<file path="src/rtl/fpau_pkg.sv">
// Shared constants and helpers for the FP add/sub unit: default field widths and
// the derivation of the alignment-shift range.
package fpau_pkg;

  localparam int unsigned DefExpW = 8;
  localparam int unsigned DefManW = 23;
  localparam int unsigned DefGrs  = 3;

  // Smallest width able to hold values 0 .. value-1.
  function automatic int unsigned clog2(input int unsigned value);
    int unsigned res;
    res = 0;
    for (int unsigned i = 0; i < 32; i++) begin
      if ((64'd1 << i) < 64'(value)) res = i + 1;
    end
    return res;
  endfunction

  // Largest useful alignment shift: hidden bit + fraction + guard/round/sticky.
  function automatic int unsigned sh_max(input int unsigned man_w, input int unsigned grs);
    return man_w + 1 + grs;
  endfunction

endpackage

</file>
<file path="src/rtl/exp_diff_sat.sv">
// Combinational exponent subtract: ordering, equality, saturated magnitude and far flag.
module exp_diff_sat import fpau_pkg::*; #(
  parameter int unsigned EXP_W  = DefExpW,
  parameter int unsigned SH_MAX = sh_max(DefManW, DefGrs),
  parameter int unsigned SH_W   = clog2(SH_MAX + 1)
) (
  input  logic [EXP_W-1:0] exp_a_i,
  input  logic [EXP_W-1:0] exp_b_i,
  output logic             a_lt_b_o,
  output logic             exp_eq_o,
  output logic [SH_W-1:0]  shift_o,
  output logic             far_o
);

  logic [EXP_W:0] diff;
  logic [EXP_W:0] mag;

  always_comb begin
    // One extra bit so the MSB is the borrow, i.e. exp_a < exp_b.
    diff     = {1'b0, exp_a_i} - {1'b0, exp_b_i};
    mag      = diff[EXP_W] ? (~diff + (EXP_W+1)'(1)) : diff;
    a_lt_b_o = diff[EXP_W];
    exp_eq_o = (diff == '0);
    far_o    = (64'(mag) >= 64'(SH_MAX));
    shift_o  = far_o ? SH_W'(SH_MAX) : SH_W'(mag);
  end

endmodule

</file>
<file path="src/rtl/exp_align_pipe.sv">
// Two-stage exponent compare / alignment stage with valid/ready handshake.
// S1 registers operands and the exponent difference, S2 orders the operands.
module exp_align_pipe import fpau_pkg::*; #(
  parameter  int unsigned EXP_W  = DefExpW,
  parameter  int unsigned MAN_W  = DefManW,
  parameter  int unsigned GRS    = DefGrs,
  localparam int unsigned SH_MAX = sh_max(MAN_W, GRS),
  localparam int unsigned SH_W   = clog2(SH_MAX + 1)
) (
  input  logic             clk_i,
  input  logic             rst_i,
  input  logic             in_valid_i,
  output logic             in_ready_o,
  input  logic [EXP_W-1:0] in_exp_a_i,
  input  logic [MAN_W:0]   in_man_a_i,
  input  logic [EXP_W-1:0] in_exp_b_i,
  input  logic [MAN_W:0]   in_man_b_i,
  output logic             out_valid_o,
  input  logic             out_ready_i,
  output logic [EXP_W-1:0] out_exp_big_o,
  output logic [MAN_W:0]   out_man_big_o,
  output logic [MAN_W:0]   out_man_small_o,
  output logic [SH_W-1:0]  out_shift_o,
  output logic             out_far_o,
  output logic             out_swap_o,
  output logic             out_exp_eq_o
);

  // Stage 1 state
  logic             s1_valid_q;
  logic [EXP_W-1:0] s1_exp_a_q, s1_exp_b_q;
  logic [MAN_W:0]   s1_man_a_q, s1_man_b_q;
  logic             s1_a_lt_b_q, s1_eq_q, s1_man_lt_q, s1_far_q;
  logic [SH_W-1:0]  s1_shift_q;

  // Stage 2 state (drives the outputs directly)
  logic             s2_valid_q;
  logic [EXP_W-1:0] s2_exp_big_q, s2_exp_big_d;
  logic [MAN_W:0]   s2_man_big_q, s2_man_big_d;
  logic [MAN_W:0]   s2_man_small_q, s2_man_small_d;
  logic             s2_swap_q, s2_swap_d;
  logic [SH_W-1:0]  s2_shift_q;
  logic             s2_far_q, s2_eq_q;

  logic             d_a_lt_b, d_eq, d_far;
  logic [SH_W-1:0]  d_shift;
  logic             s1_ready, s2_ready;

  // A stage may load when empty or when its content leaves this cycle.
  assign s2_ready   = ~s2_valid_q | out_ready_i;
  assign s1_ready   = ~s1_valid_q | s2_ready;
  assign in_ready_o = s1_ready;

  exp_diff_sat #(
    .EXP_W  (EXP_W),
    .SH_MAX (SH_MAX),
    .SH_W   (SH_W)
  ) u_exp_diff_sat (
    .exp_a_i  (in_exp_a_i),
    .exp_b_i  (in_exp_b_i),
    .a_lt_b_o (d_a_lt_b),
    .exp_eq_o (d_eq),
    .shift_o  (d_shift),
    .far_o    (d_far)
  );

  always_comb begin
    // Equal exponents fall back to the mantissa; an exact tie keeps A as big.
    s2_swap_d      = s1_a_lt_b_q | (s1_eq_q & s1_man_lt_q);
    s2_exp_big_d   = s2_swap_d ? s1_exp_b_q : s1_exp_a_q;
    s2_man_big_d   = s2_swap_d ? s1_man_b_q : s1_man_a_q;
    s2_man_small_d = s2_swap_d ? s1_man_a_q : s1_man_b_q;
  end

  always_ff @(posedge clk_i) begin
    if (rst_i) begin
      s1_valid_q     <= 1'b0;
      s1_exp_a_q     <= '0;
      s1_exp_b_q     <= '0;
      s1_man_a_q     <= '0;
      s1_man_b_q     <= '0;
      s1_a_lt_b_q    <= 1'b0;
      s1_eq_q        <= 1'b0;
      s1_man_lt_q    <= 1'b0;
      s1_far_q       <= 1'b0;
      s1_shift_q     <= '0;
      s2_valid_q     <= 1'b0;
      s2_exp_big_q   <= '0;
      s2_man_big_q   <= '0;
      s2_man_small_q <= '0;
      s2_swap_q      <= 1'b0;
      s2_shift_q     <= '0;
      s2_far_q       <= 1'b0;
      s2_eq_q        <= 1'b0;
    end else begin
      if (s1_ready) begin
        s1_valid_q <= in_valid_i;
        if (in_valid_i) begin
          s1_exp_a_q  <= in_exp_a_i;
          s1_exp_b_q  <= in_exp_b_i;
          s1_man_a_q  <= in_man_a_i;
          s1_man_b_q  <= in_man_b_i;
          s1_a_lt_b_q <= d_a_lt_b;
          s1_eq_q     <= d_eq;
          s1_man_lt_q <= (in_man_a_i < in_man_b_i);
          s1_far_q    <= d_far;
          s1_shift_q  <= d_shift;
        end
      end
      if (s2_ready) begin
        s2_valid_q <= s1_valid_q;
        if (s1_valid_q) begin
          s2_exp_big_q   <= s2_exp_big_d;
          s2_man_big_q   <= s2_man_big_d;
          s2_man_small_q <= s2_man_small_d;
          s2_swap_q      <= s2_swap_d;
          s2_shift_q     <= s1_shift_q;
          s2_far_q       <= s1_far_q;
          s2_eq_q        <= s1_eq_q;
        end
      end
    end
  end

  assign out_valid_o     = s2_valid_q;
  assign out_exp_big_o   = s2_exp_big_q;
  assign out_man_big_o   = s2_man_big_q;
  assign out_man_small_o = s2_man_small_q;
  assign out_shift_o     = s2_shift_q;
  assign out_far_o       = s2_far_q;
  assign out_swap_o      = s2_swap_q;
  assign out_exp_eq_o    = s2_eq_q;

endmodule

</file>
<file path="config.mk">
export PLATFORM = sky130hd
export DESIGN_NAME = exp_align_pipe
export DESIGN_NICKNAME = d
export VERILOG_FILES = /design/src/rtl/fpau_pkg.sv /design/src/rtl/exp_diff_sat.sv /design/src/rtl/exp_align_pipe.sv
export SDC_FILE = /design/constraint.sdc
export NUM_CORES = 1
export LEC_CHECK = 0
export ABC_CLOCK_PERIOD_IN_PS = 3550
export CAP_MARGIN = 0
export CORE_ASPECT_RATIO = 0.6
export CORE_MARGIN = 3
export CORE_UTILIZATION = 40
export DETAILED_ROUTE_END_ITERATION = 8
export HOLD_SLACK_MARGIN = 0.06
export SLEW_MARGIN = 20
export SYNTH_ARGS = -nofsm -noshare
export SYNTH_HDL_FRONTEND = slang
export SYNTH_SLANG_ARGS = --single-unit
export TNS_END_PERCENT = 20
</file>
<file path="constraint.sdc">
create_clock -name clk_i -period 3.55 [get_ports clk_i]
set_input_delay 0.355 -clock clk_i [delete_from_list [all_inputs] [get_ports clk_i]]
set_output_delay 0.355 -clock clk_i [all_outputs]
set_load 0.05 [all_outputs]
</file>
==> run metrics <==
Post-Route WL 17.8 mm; FMAX 0.318 GHz; htree depth 4; post-synth design cell area 0.00659 mm²; max-slew violation count 0; DP Cell Count 1074; number of flops mapped to enable cells by yosys 0; first-pass GRT wire length 28.5 mm; Max transition margin 46.5%; synth warn 0; VDD IR-drop max 295 µV; HP Class reg -> reg; initial antenna violation count 2; Worst-path clk slew 0.06 ns; register area share after synthesis 42.2%; Critical Path Fanout Max 6; Top FF cell, synth dfxtp_1; most frequent cells in the layout 149 x nand2_1, 139 x dfxtp_1, 132 x clkdlybuf4s50_1; clk sink count 139; TritonRoute pass-1 iters 5; number of CTS-inserted buffers 17; vias in the first global route 5440; Post-Syn Instances 781; status completed; Tmin final 3.14 ns; Synthesized Nets 882; Gate power share 21.7%; final hold vios 0; reg2reg start out_valid_o; post-route cell area 0.00862 mm²; RSZ-0062 raised after global routing no; crit share post-route 88.5%; Clock Path Buffers 2; Worst Reg-to-Reg Cells 6; share of layout cells above drive strength 1 6.88%; setup slack, reg-to-reg 1.31 ns; Root Driver clkbuf_16; P_int 3.00 mW; Clock Latency Late Sink 0.41 ns; Final Net Count 991; pin count of the biggest net entering global routing 122; crit path DAT 3.45 ns; placed inst area 0.00808 mm²; max-cap viol count 0; syn_area_per_cell 8.44 µm²; gr usage total 19.8%; CTS tree done; core area 0.0157 mm²; DRC marker count from the first detailed-route iteration 426; Netlist cell types 59; vias 5743; Die Footprint 0.0181 mm²; Startpoint Class input pin; setup_tns 0 ns; Worst Skew 0.0169 ns; post-cts gate resize count 0; FF-to-FF End s1_man_a_q[7]; share of power burned in registers 40.2%; Switch Pwr 1.29 mW; most common cell after layout, fill and taps aside nand2_1; gpl congestion 0.859; # setup viols final 0; Post-route DRC 0; worst setup path endpoint s1_shift_q[0]; Synth async-reset ratio 0%; Hold Buf Count CTS 0; Clock Power Share 38.1%; Die Wd 172 µm; GR Overflow Total 0; Switching Fraction 30.0%; worst path required time 3.85 ns; pwr dens 497 mW/mm²; Leak 3.58 nW; setup repair bufs after CTS 0; row count 35; initial cell density of the core 41.9%; #FFs+latches synth 139; Worst setup EP type register; P&R area growth vs syn 30.8%; fin cells 1105; Post-DP HPWL 12.7 mm; die height 105 µm; kind of critical path in -> reg; post-route ant nets 0; Ports 134; Via density 5.20; worst-margin pin slew 0.802 ns; crit path from in_exp_b_i[0]; Avg WL per Cell 16.1 µm; I/O Buffers 133
-- flip-flops by register name, summed over array words and instances, names as in the netlist, 5 cells and up --
signal           cells
s1_exp_a_q           8
out_man_big_o       24
out_man_small_o     24
s1_man_a_q          24
out_shift_o          5
out_exp_big_o        8
s1_exp_b_q           8
s1_shift_q           5
s1_man_b_q          24
-- worst min path at each step --
stage	cells after the start	slack [ns]	from	to
2_1_floorplan	2	0.43	s1_shift_q[2]	out_shift_o[2]
3_3_place_gp	2	0.44	s1_exp_b_q[5]	s1_exp_b_q[5]
3_5_place_dp	2	0.45	s1_exp_b_q[1]	s1_exp_b_q[1]
4_1_cts	2	0.45	s1_exp_b_q[1]	s1_exp_b_q[1]
5_1_grt	2	0.48	s1_exp_a_q[7]	s1_exp_a_q[7]
6_report	2	0.46	s1_exp_b_q[1]	s1_exp_b_q[1]
-- power groups by stage --
stage	Sequential [mW]	Combinational [mW]	Clock (mW)
4_1_cts	1.72	0.930	1.67
2_1_floorplan	1.91	0.459	0
5_1_grt	1.74	1.01	1.75
3_3_place_gp	1.75	0.909	0
3_5_place_dp	1.76	0.925	0
6_report	1.72	0.930	1.63
-- critical path: stages --
cell and delay (ns):
clkdlybuf4s50_1 0.49, ha_1 0.17, inv_1 0.06, fa_1 0.43, a211o_1 0.36, o21a_2 0.18
o311a_1 0.35, o32ai_1 0.45, o21ai_0 0.28, a311oi_2 0.32
-- layer usage --
layer	GRT usage, %	up-vias	wire (µm)
met1	30.2	2629	9410
met2	27.7	156	6960
met4	3.59	4	121
met3	5.96	11	1250
met5	0	-	21
li1	-	2943	-
-- area by class of cell --
| type | instances | area [µm²] |
|---|---|---|
| diodes | 1 | 2.50 |
| clock buffers | 19 | 443 |
| clock inverters | 11 | 100 |
| fillers | 1437 | 7100 |
| inverters | 36 | 135 |
| multi-input cells | 552 | 3480 |
| flip-flops and latches | 139 | 2780 |
| well taps | 203 | 254 |
| repair buffers | 144 | 1420 |
-- cell families (layout without fill, tap and decap cells) --
kind of cell               Yosys count  after routing  share of synthesized area, %
and+or+nand+nor                    262            262                          16.8
muxes                               59             59                          8.98
buffers and inverters               90            210                          5.31
xor gates and xnor gates             6              6                          1.02
DFF                                139            139                          42.2
adders and majority gates           33             33                          6.38
AOI/OAI and AO/OA                  192            192                          19.3
other                                0              1                             0
-- cells in the mapped netlist (2+ instances only) --
cell type    n  area (µm²)
nand2_1    150         563
dfxtp_1    139        2780
a21oi_1     84         420
nor2_1      74         278
a211oi_1    61         458
mux2i_1     58         581
clkbuf_1    43         161
inv_1       36         135
ha_1        32         400
a21o_1       8        60.1
buf_1        6        22.5
o21ai_0      6        30.0
nand4_1      5        31.3
buf_2        4        20.0
nand3_1      4        20.0
nand3b_1     4        30.0
nor2b_1      4        25.0
nor3_1       4        20.0
a211o_1      3        26.3
a31oi_1      3        18.8
nand2b_1     3        18.8
a311oi_2     2        30.0
and2_1       2        12.5
nor4_1       2        12.5
nor4_2       2        25.0
o2111ai_1    2        17.5
o211ai_1     2        15.0
o21a_2       2        17.5
o22ai_1      2        12.5
o32ai_1      2        17.5
xnor2_1      2        17.5
xnor2_2      2        32.5
xor2_1       2        17.5
-- metrics by stage --
step                      power [mW]  hold WS [ns]  util [%]  setup slack, ns
final                           4.29         0.455      54.9            0.408
after global routing            4.49         0.478      54.8            0.275
after CTS                       4.32         0.454      54.8            0.484
after detailed placement        2.68         0.446      51.4           0.0568
after global placement          2.66         0.442      51.4            0.134
after floorplan                 2.36         0.432         -            0.786
Power figures use the tool's default switching activity.
